**config.mk**
```make
export PLATFORM = sky130hd
export DESIGN_NAME = ahb_slave_interface
export DESIGN_NICKNAME = d
export VERILOG_FILES = /design/src/rtl/ahb2apb_pkg.sv /design/src/rtl/ahb_addr_decoder.sv /design/src/rtl/ahb_slave_interface.sv
export SDC_FILE = /design/constraint.sdc
export NUM_CORES = 1
export LEC_CHECK = 0
export ABC_AREA = 1
export CORE_MARGIN = 3
export CORE_UTILIZATION = 40
export DETAILED_ROUTE_END_ITERATION = 16
export GPL_ROUTABILITY_DRIVEN = 0
export GPL_TIMING_DRIVEN = 0
export PLACE_DENSITY = 0.84
export SYNTH_ARGS = -nofsm -noshare
export SYNTH_HDL_FRONTEND = slang
export SYNTH_SLANG_ARGS = --single-unit
```
**constraint.sdc**
```tcl
create_clock -name clk -period 1 [get_ports clk]
set_input_delay 0.1 -clock clk [delete_from_list [all_inputs] [get_ports clk]]
set_output_delay 0.1 -clock clk [all_outputs]
set_load 0.02 [all_outputs]
```
**src/rtl/ahb2apb_pkg.sv**
```systemverilog
// Shared types and constants for the AHB-to-APB bridge: transfer types, the
// address-error FSM states, response codes and default APB slave windows.
package ahb2apb_pkg;

    typedef enum logic [1:0] {
        HTRANS_IDLE   = 2'b00,
        HTRANS_BUSY   = 2'b01,
        HTRANS_NONSEQ = 2'b10,
        HTRANS_SEQ    = 2'b11
    } htrans_t;

    typedef enum logic [1:0] {
        ERR_IDLE = 2'b00,
        ERR_1    = 2'b01,
        ERR_2    = 2'b10
    } err_state_t;

    localparam logic HRESP_OKAY  = 1'b0;
    localparam logic HRESP_ERROR = 1'b1;

    localparam int          NUM_SLV       = 3;
    localparam logic [31:0] SLV0_BASE_DEF = 32'h8000_0000;
    localparam logic [31:0] SLV1_BASE_DEF = 32'h8400_0000;
    localparam logic [31:0] SLV2_BASE_DEF = 32'h8800_0000;
    localparam logic [31:0] WIN_SIZE_DEF  = 32'h0400_0000;

    // Checking addr >= base first guarantees the offset subtraction cannot wrap.
    function automatic logic in_window(input logic [31:0] addr,
                                       input logic [31:0] base,
                                       input logic [31:0] size);
        logic [31:0] offset;
        offset = addr - base;
        return (addr >= base) && (offset < size);
    endfunction

endpackage

```
**src/rtl/ahb_addr_decoder.sv**
```systemverilog
// Combinational APB slave decoder: one-hot slave select plus a mapped flag.
// Shared by the AHB slave interface and the APB FSM controller.
module ahb_addr_decoder
    import ahb2apb_pkg::*;
#(
    parameter logic [31:0] SLV0_BASE = SLV0_BASE_DEF,
    parameter logic [31:0] SLV1_BASE = SLV1_BASE_DEF,
    parameter logic [31:0] SLV2_BASE = SLV2_BASE_DEF,
    parameter logic [31:0] WIN_SIZE  = WIN_SIZE_DEF
) (
    input  logic [31:0]        haddr,
    output logic [NUM_SLV-1:0] tempsel,
    output logic               mapped
);

    localparam logic [NUM_SLV-1:0][31:0] BASES = {SLV2_BASE, SLV1_BASE, SLV0_BASE};

    genvar gi;
    generate
        for (gi = 0; gi < NUM_SLV; gi++) begin : g_slv
            assign tempsel[gi] = in_window(haddr, BASES[gi], WIN_SIZE);
        end
    endgenerate

    assign mapped = |tempsel;

endmodule

```
**src/rtl/ahb_slave_interface.sv**
```systemverilog
// AHB front end of the AHB-to-APB bridge: qualifies and pipelines transfers.
// Define ADDR_ERR_EN to build the two-cycle ERROR response for unmapped addresses.
module ahb_slave_interface
    import ahb2apb_pkg::*;
#(
    parameter logic [31:0] SLV0_BASE = SLV0_BASE_DEF,
    parameter logic [31:0] SLV1_BASE = SLV1_BASE_DEF,
    parameter logic [31:0] SLV2_BASE = SLV2_BASE_DEF,
    parameter logic [31:0] WIN_SIZE  = WIN_SIZE_DEF
) (
    input  logic        clk,
    input  logic        hresetn,
    input  logic        hsel,
    input  logic        hreadyin,
    input  logic        hwrite,
    input  logic [1:0]  htrans,
    input  logic [31:0] haddr,
    input  logic [31:0] hwdata,
    input  logic [31:0] prdata,
    output logic        valid,
    output logic [31:0] haddr1,
    output logic [31:0] haddr2,
    output logic [31:0] hwdata1,
    output logic [31:0] hwdata2,
    output logic        hwritereg,
    output logic [2:0]  tempsel,
    output logic [31:0] hrdata,
    output logic        hresp,
    output logic        err_hready
);

    logic        active;
    logic        mapped;
    logic        err_accept;
    logic [31:0] haddr1_reg;
    logic [31:0] haddr2_reg;
    logic [31:0] hwdata1_reg;
    logic [31:0] hwdata2_reg;
    logic        hwrite_reg;

    ahb_addr_decoder #(
        .SLV0_BASE (SLV0_BASE),
        .SLV1_BASE (SLV1_BASE),
        .SLV2_BASE (SLV2_BASE),
        .WIN_SIZE  (WIN_SIZE)
    ) u_decoder (
        .haddr   (haddr),
        .tempsel (tempsel),
        .mapped  (mapped)
    );

    assign active = hsel && hreadyin &&
                    ((htrans == HTRANS_NONSEQ) || (htrans == HTRANS_SEQ));
    assign valid  = active && mapped && err_accept;
    assign hrdata = prdata;

    always_ff @(posedge clk or negedge hresetn) begin
        if (!hresetn) begin
            haddr1_reg  <= '0;
            haddr2_reg  <= '0;
            hwdata1_reg <= '0;
            hwdata2_reg <= '0;
            hwrite_reg  <= 1'b0;
        end else if (hreadyin) begin
            haddr1_reg  <= haddr;
            haddr2_reg  <= haddr1_reg;
            hwdata1_reg <= hwdata;
            hwdata2_reg <= hwdata1_reg;
            hwrite_reg  <= hwrite;
        end
    end

    assign haddr1    = haddr1_reg;
    assign haddr2    = haddr2_reg;
    assign hwdata1   = hwdata1_reg;
    assign hwdata2   = hwdata2_reg;
    assign hwritereg = hwrite_reg;

`ifdef ADDR_ERR_EN
    err_state_t err_state_reg;
    err_state_t err_state_next;
    logic       hresp_reg;
    logic       err_hready_reg;

    always_ff @(posedge clk or negedge hresetn) begin
        if (!hresetn) begin
            err_state_reg  <= ERR_IDLE;
            hresp_reg      <= HRESP_OKAY;
            err_hready_reg <= 1'b1;
        end else begin
            err_state_reg  <= err_state_next;
            hresp_reg      <= (err_state_next == ERR_1 || err_state_next == ERR_2) ?
                              HRESP_ERROR : HRESP_OKAY;
            err_hready_reg <= (err_state_next != ERR_1);
        end
    end

    always_comb begin
        err_state_next = err_state_reg;
        case (err_state_reg)
            ERR_IDLE: if (active && !mapped) err_state_next = ERR_1;
            ERR_1:    err_state_next = ERR_2;
            ERR_2:    err_state_next = (active && !mapped) ? ERR_1 : ERR_IDLE;
            default:  err_state_next = ERR_IDLE;
        endcase
    end

    // Mapped transfers are still accepted during the second ERROR cycle.
    assign err_accept = (err_state_reg == ERR_IDLE) || (err_state_reg == ERR_2);
    assign hresp      = hresp_reg;
    assign err_hready = err_hready_reg;
`else
    assign err_accept = 1'b1;
    assign hresp      = HRESP_OKAY;
    assign err_hready = 1'b1;
`endif

endmodule
```
==> results.py, run 1 <==
metrics = {
    "global_routing": {
        "grt-ovfl-total": 0,
        "grt_pass1_vias": 4894,
        "grt_util_all_layers": 0.232,
        "grt_pass1_wl_mm": 26.0,
        "grt_max_degree": 88,
        "antenna_found_initial": 0,
    },
    "critical_path": {
        "end_kind": "primary output",
        "r2r_start": "haddr1[28]",
        "arrival_ps": 1210,
        "startpoint": "haddr[27]",
        "reg2regPathDepth": 2,
        "slowest_delay_ps": 180,
        "timing.rr.end": "haddr2[28]",
        "cp_slowest_cell": "ha_4",
        "rrSetupSlack_ps": 10,
        "critPathRequiredTime_ps": 900,
        "cp-endpoint": "valid",
        "worst-path-max-fanout": 4,
        "crit_chain": "buf_8 -> clkinvlp_4 -> ha_4 -> inv_2 -> nand2_2 -> nand2_1 -> nor2_2 -> nand3_2 -> a21oi_4 -> buf_6",
        "worstSetupStartpointType": "primary input",
        "criticalPathCategory": "in2out",
    },
    "synth": {
        "ys_ff_latch": 129,
        "syn_area_per_cell_um2": 9.86,
        "synth_area_um2": 5290,
        "syn_nets": 642,
        "synth_edf_count": 0,
        "synth_flop_cell": "dfrtp_1",
        "async_reset_ff_frac": 1.00,
        "syn_inst": 537,
        "yosys.cell_types.count": 18,
        "yosysWarnings": 0,
        "synth.yosys.seq_area_share": 0.610,
    },
    "place": {
        "dpl.hpwl_mm": 11.3,
        "io_buffers": 233,
        "placedInstanceArea_um2": 7920,
        "place_ws_ps": -1200,
    },
    "final_layout": {
        "area_growth_pct": 76.0,
        "layout_commonest_cell": "buf_6",
        "drive_above_1_share": 0.377,
        "nets": 972,
        "n_antenna_cell": 0,
        "final_area_um2": 9310,
        "final_cell_mix": "146 x buf_6, 129 x dfrtp_1, 106 x buf_4",
    },
    "cts": {
        "htree_levels": 4,
        "cts.sinks": 129,
        "clkLatencyLatePin_ps": 410,
        "cts_buffers": 17,
        "cts.path.max_buffers": 2,
        "cts_tree": "built",
        "clockRootBuffer": "clkbuf_16",
        "clkTransAtPathRegs_ps": 60,
    },
    "sta": {
        "fmax_mhz": 766,
        "final-setup-viol-count": 133,
        "hold_viol_final": 0,
        "period_needed_ps": 1310,
        "slew_headroom": 0.640,
        "maxSlewViolCount": 0,
        "rsz0062_at_grt": "true",
        "worst_pin_slew_ps": 540,
        "post-route-period-util": 1.31,
        "fin_ws_ps": -306,
        "clock_skew_ps": 9.66,
        "fin_tns_setup_ps": -5470,
    },
    "detailed_routing": {
        "drt-total-wl_mm": 18.2,
        "drtPass1Iterations": 5,
        "vias": 4958,
        "drt-initial-drc-count": 287,
        "viasPerCell": 4.72,
        "drc": 0,
        "ant_nets": 0,
        "wl_per_cell_um": 17.3,
    },
    "min_path": {
        "hp-class": "in2reg",
    },
    "floorplanning": {
        "fp.dieW_um": 121,
        "coreArea_um2": 12800,
        "die_h_um": 121,
        "die_area_um2": 14600,
        "io_pins": 270,
        "initial_core_util": 0.414,
        "fp-row-count": 41,
    },
    "power": {
        "p_leak_nw": 4.52,
        "power_frac_comb": 0.256,
        "seq_power_share": 0.383,
        "p_sw_w": 0.00451,
        "clock_power_share": 0.360,
        "switching_share": 0.279,
        "power.density_nw_per_um2": 1730,
        "intPower_w": 0.0116,
        "peakVddDrop_mv": 0.956,
    },
    "job": {
        "drv_cap": 0,
    },
    "run_status": {
        "violations": "setup timing",
        "status": "complete, but fails checks",
    },
}
stage by stage:
step,std cells,hold WS (ps),total power (W),utilization
detailed placement,943,43.1,0.00965,0.620
finish,1050,37.2,0.0161,0.729
CTS,1016,67.4,0.0159,0.706
global placement,942,489,0.00957,0.618
global route,1050,27.1,0.0168,0.729
floorplan,537,-196,0.00772,-
worst max-delay path: cells and delay by family:
kind	cells	cell delay (ps)
AO/OA/AOI/OAI	1	150
AND/OR/NAND/NOR	4	380
buffers and inverters	4	390
adder cells (fa/ha/maj)	1	180
cell usage after synthesis, types with 3 or more instances:
| cell type | n | area share |
|---|---|---|
| nor2_1 | 74 | 0.052 |
| buf_2 | 7 | 0.0066 |
| o21ai_0 | 59 | 0.056 |
| inv_1 | 66 | 0.047 |
| clkbuf_1 | 5 | 0.0035 |
| buf_12 | 6 | 0.023 |
| buf_4 | 37 | 0.052 |
| mux2_2 | 6 | 0.013 |
| nand2_1 | 67 | 0.048 |
| dfrtp_1 | 129 | 0.61 |
| nand3_1 | 3 | 0.0028 |
| buf_6 | 7 | 0.015 |
| a21oi_1 | 63 | 0.060 |
how the worst min path moves through the flow:
stage	from	endpoint	depth (start not counted)
after floorplan	hresetn	haddr1[0]	0
after global placement	hwritereg	hwritereg	1
after detailed placement	hresetn	haddr1[6]	1
after CTS	haddr[30]	haddr1[30]	3
after global routing	haddr[26]	haddr1[26]	3
final	haddr[26]	haddr1[26]	3
power groups by stage:
| stage | sequential [W] | combinational, W | clock, W |
|---|---|---|---|
| 2_1_floorplan | 0.00680 | 0.000916 | 0 |
| 3_3_place_gp | 0.00613 | 0.00344 | 0 |
| 3_5_place_dp | 0.00614 | 0.00351 | 0 |
| 4_1_cts | 0.00616 | 0.00389 | 0.00589 |
| 5_1_grt | 0.00623 | 0.00438 | 0.00618 |
| 6_report | 0.00619 | 0.00414 | 0.00581 |
layout make-up:
type                       instances  area, µm²
clock inverter                     5       52.6
sequential                       129       3230
multi-input combinational        279       1380
clock buffer                      25        505
fill                             830       3460
tap                              172        215
inverter                          67        258
buffer                            62        531
timing repair buffer             311       3150
logic make-up (layout without fill, tap and decap cells):
family | count (synthesis) | after routing | synth area share
AO/OA/AOI/OAI | 124 | 124 | 0.119
multiplexers | 6 | 6 | 0.0128
other | 2 | 2 | 0.00142
AND/OR/NAND/NOR | 145 | 145 | 0.105
buffers and inverters | 129 | 470 | 0.148
flip-flops | 129 | 129 | 0.610
adder cells (fa/ha/maj) | 2 | 2 | 0.00473
what timing repair did:
action | in CTS | in global routing
endpoints found under the hold margin | 43 | 0
resized for setup | 833 | 11
cloned | 0 | 1
setup endpoints to repair | 133 | 220
pin swaps | 14 | 9
buffers inserted | 41 | 33
hold buffers | 2 | 0
layer usage:
| layer | routed length (µm) | vias to the layer above | GRT usage |
|---|---|---|---|
| met2 | 9610 | 203 | 0.402 |
| li1 | - | 2298 | - |
| met5 | 0 | - | 0 |
| met3 | 1280 | 35 | 0.0681 |
| met1 | 6800 | 2422 | 0.273 |
| met4 | 505 | 0 | 0.0829 |
Note: power is estimated with default switching activity, not from simulation.
==> run 2, diff against run 1 <==
CORE_MARGIN = unset   (was 3)
==> results.py, run 2 (synthesis results as in run 1) <==
metrics = {
    "floorplanning": {
        "initial_core_util": 0.414,
        "die_h_um": 117,
        "fp-row-count": 41,
        "fp.dieW_um": 117,
        "coreArea_um2": 12800,
        "io_pins": 270,
        "die_area_um2": 13700,
    },
    "detailed_routing": {
        "viasPerCell": 4.86,
        "drc": 0,
        "drt-total-wl_mm": 18.2,
        "ant_nets": 0,
        "vias": 5120,
        "wl_per_cell_um": 17.3,
        "drt-initial-drc-count": 338,
        "drtPass1Iterations": 5,
    },
    "sta": {
        "period_needed_ps": 1370,
        "final-setup-viol-count": 133,
        "hold_slack_ps": 78.2,
        "clock_skew_ps": 5.88,
        "hold_viol_final": 0,
        "post-route-period-util": 1.37,
        "rsz0062_at_grt": "true",
        "maxSlewViolCount": 0,
        "fin_ws_ps": -366,
        "slew_headroom": 0.638,
        "fmax_mhz": 732,
        "worst_pin_slew_ps": 543,
    },
    "global_routing": {
        "gr-usage-met3": 0.0649,
        "antenna_found_initial": 0,
        "grt_max_degree": 72,
        "grt_use_met2": 0.428,
        "use_met1": 0.287,
        "grt_pass1_wl_mm": 24.9,
        "grt-ovfl-total": 0,
        "grt_util_all_layers": 0.248,
        "grt_pass1_vias": 4810,
        "busiest_layer": "met2",
    },
    "run_status": {
        "status": "complete, but fails checks",
        "violations": "setup timing",
    },
    "cts": {
        "cts_tree": "built",
        "clkTransAtPathRegs_ps": 60,
        "clockRootBuffer": "clkbuf_16",
        "htree_levels": 4,
        "cts.path.max_buffers": 2,
        "clkLatencyLatePin_ps": 420,
        "cts_buffers": 17,
        "cts.sinks": 129,
    },
    "power": {
        "power.density_nw_per_um2": 1770,
        "p_leak_nw": 4.51,
        "peakVddDrop_mv": 0.990,
    },
    "place": {
        "dpl.hpwl_mm": 10.7,
        "place_ws_ps": -1220,
        "placedInstanceArea_um2": 7920,
        "io_buffers": 233,
        "dpl.cell_count": 943,
    },
    "critical_path": {
        "cp_slowest_cell": "ha_4",
        "crit_chain": "buf_6 -> clkinvlp_4 -> ha_4 -> inv_2 -> nand2_2 -> nand3_2 -> nor2_4 -> nor2_2 -> a21oi_4 -> buf_6",
        "worst-path-max-fanout": 4,
        "crit_top_cell": "buf_6",
        "critPathRequiredTime_ps": 900,
        "slowest_delay_ps": 220,
        "criticalPathCategory": "in2out",
        "end_kind": "primary output",
        "worstSetupStartpointType": "primary input",
        "arrival_ps": 1270,
    },
    "final_layout": {
        "layout_commonest_cell": "buf_6",
        "n_antenna_cell": 0,
        "fin_cells": 1053,
        "drive_above_1_share": 0.376,
        "finish.utilization": 0.728,
        "area_growth_pct": 75.7,
        "final_area_um2": 9300,
        "nets": 973,
        "final_cell_mix": "143 x buf_6, 129 x dfrtp_1, 112 x buf_4",
    },
    "min_path": {
        "hp-class": "in2reg",
    },
    "job": {
        "drv_cap": 0,
    },
}
-- run 2: layout make-up --
cell class	instances	area [µm²]
Tap cell	172	215
Clock buffer	19	443
Timing Repair Buffer	312	3120
Buffer	62	531
Sequential cell	129	3230
Fill cell	843	3470
Inverter	67	258
Multi-Input combinational cell	279	1370
Clock inverter	13	138
-- run 2: report_power, final --
part	internal [W]	leakage [nW]	switching, W
sequential	0.00576	1.51	0.000426
combinational	0.00216	2.73	0.00199
clock	0.00372	0.267	0.00237
-- run 2: worst max-delay path: cells and delay by family --
| kind | cells | cell delay (ps) |
|---|---|---|
| buffers and inverters | 4 | 420 |
| and+or+nand+nor | 4 | 410 |
| adders and majority gates | 1 | 220 |
| AOI/OAI and AO/OA | 1 | 100 |
-- run 2: worst paths after layout --
check                            startpoint          end  slack (ps)  cells past startpoint
worst min-delay path              haddr[26]   haddr1[26]          80                      3
max in group asynchronous           hresetn   haddr1[31]         160                      3
worst max-delay path              haddr[27]        valid        -370                     10
worst min register to register  hwdata2[23]  hwdata2[23]         540                      2
worst max register to register   haddr2[18]   haddr2[18]          10                      4
min in group asynchronous           hresetn  hwdata1[16]         190                      2
-- run 2: per-stage QoR --
stage	total power (W)	TNS (ps)
after global placement	0.00955	-674320
final	0.0164	-6950
after floorplan	0.00772	-152
after global routing	0.0171	-10850
after CTS	0.0162	-7710
after detailed placement	0.00963	-9540
-- run 2: layer usage --
layer / wire [µm] / up-vias
li1: - / 2314
met5: 0 / -
met2: 9690 / 260
met3: 942 / 59
met4: 656 / 0
met1: 6950 / 2487
-- run 2: timing repair --
action                     4_1_cts  5_1_grt
hold buffers                     1        0
cloned                           0        0
setup buffers                   44       33
pin swaps                        9        8
gates resized for setup        816       17
setup endpoints to repair      133      204
hold endpoints to repair        58        0
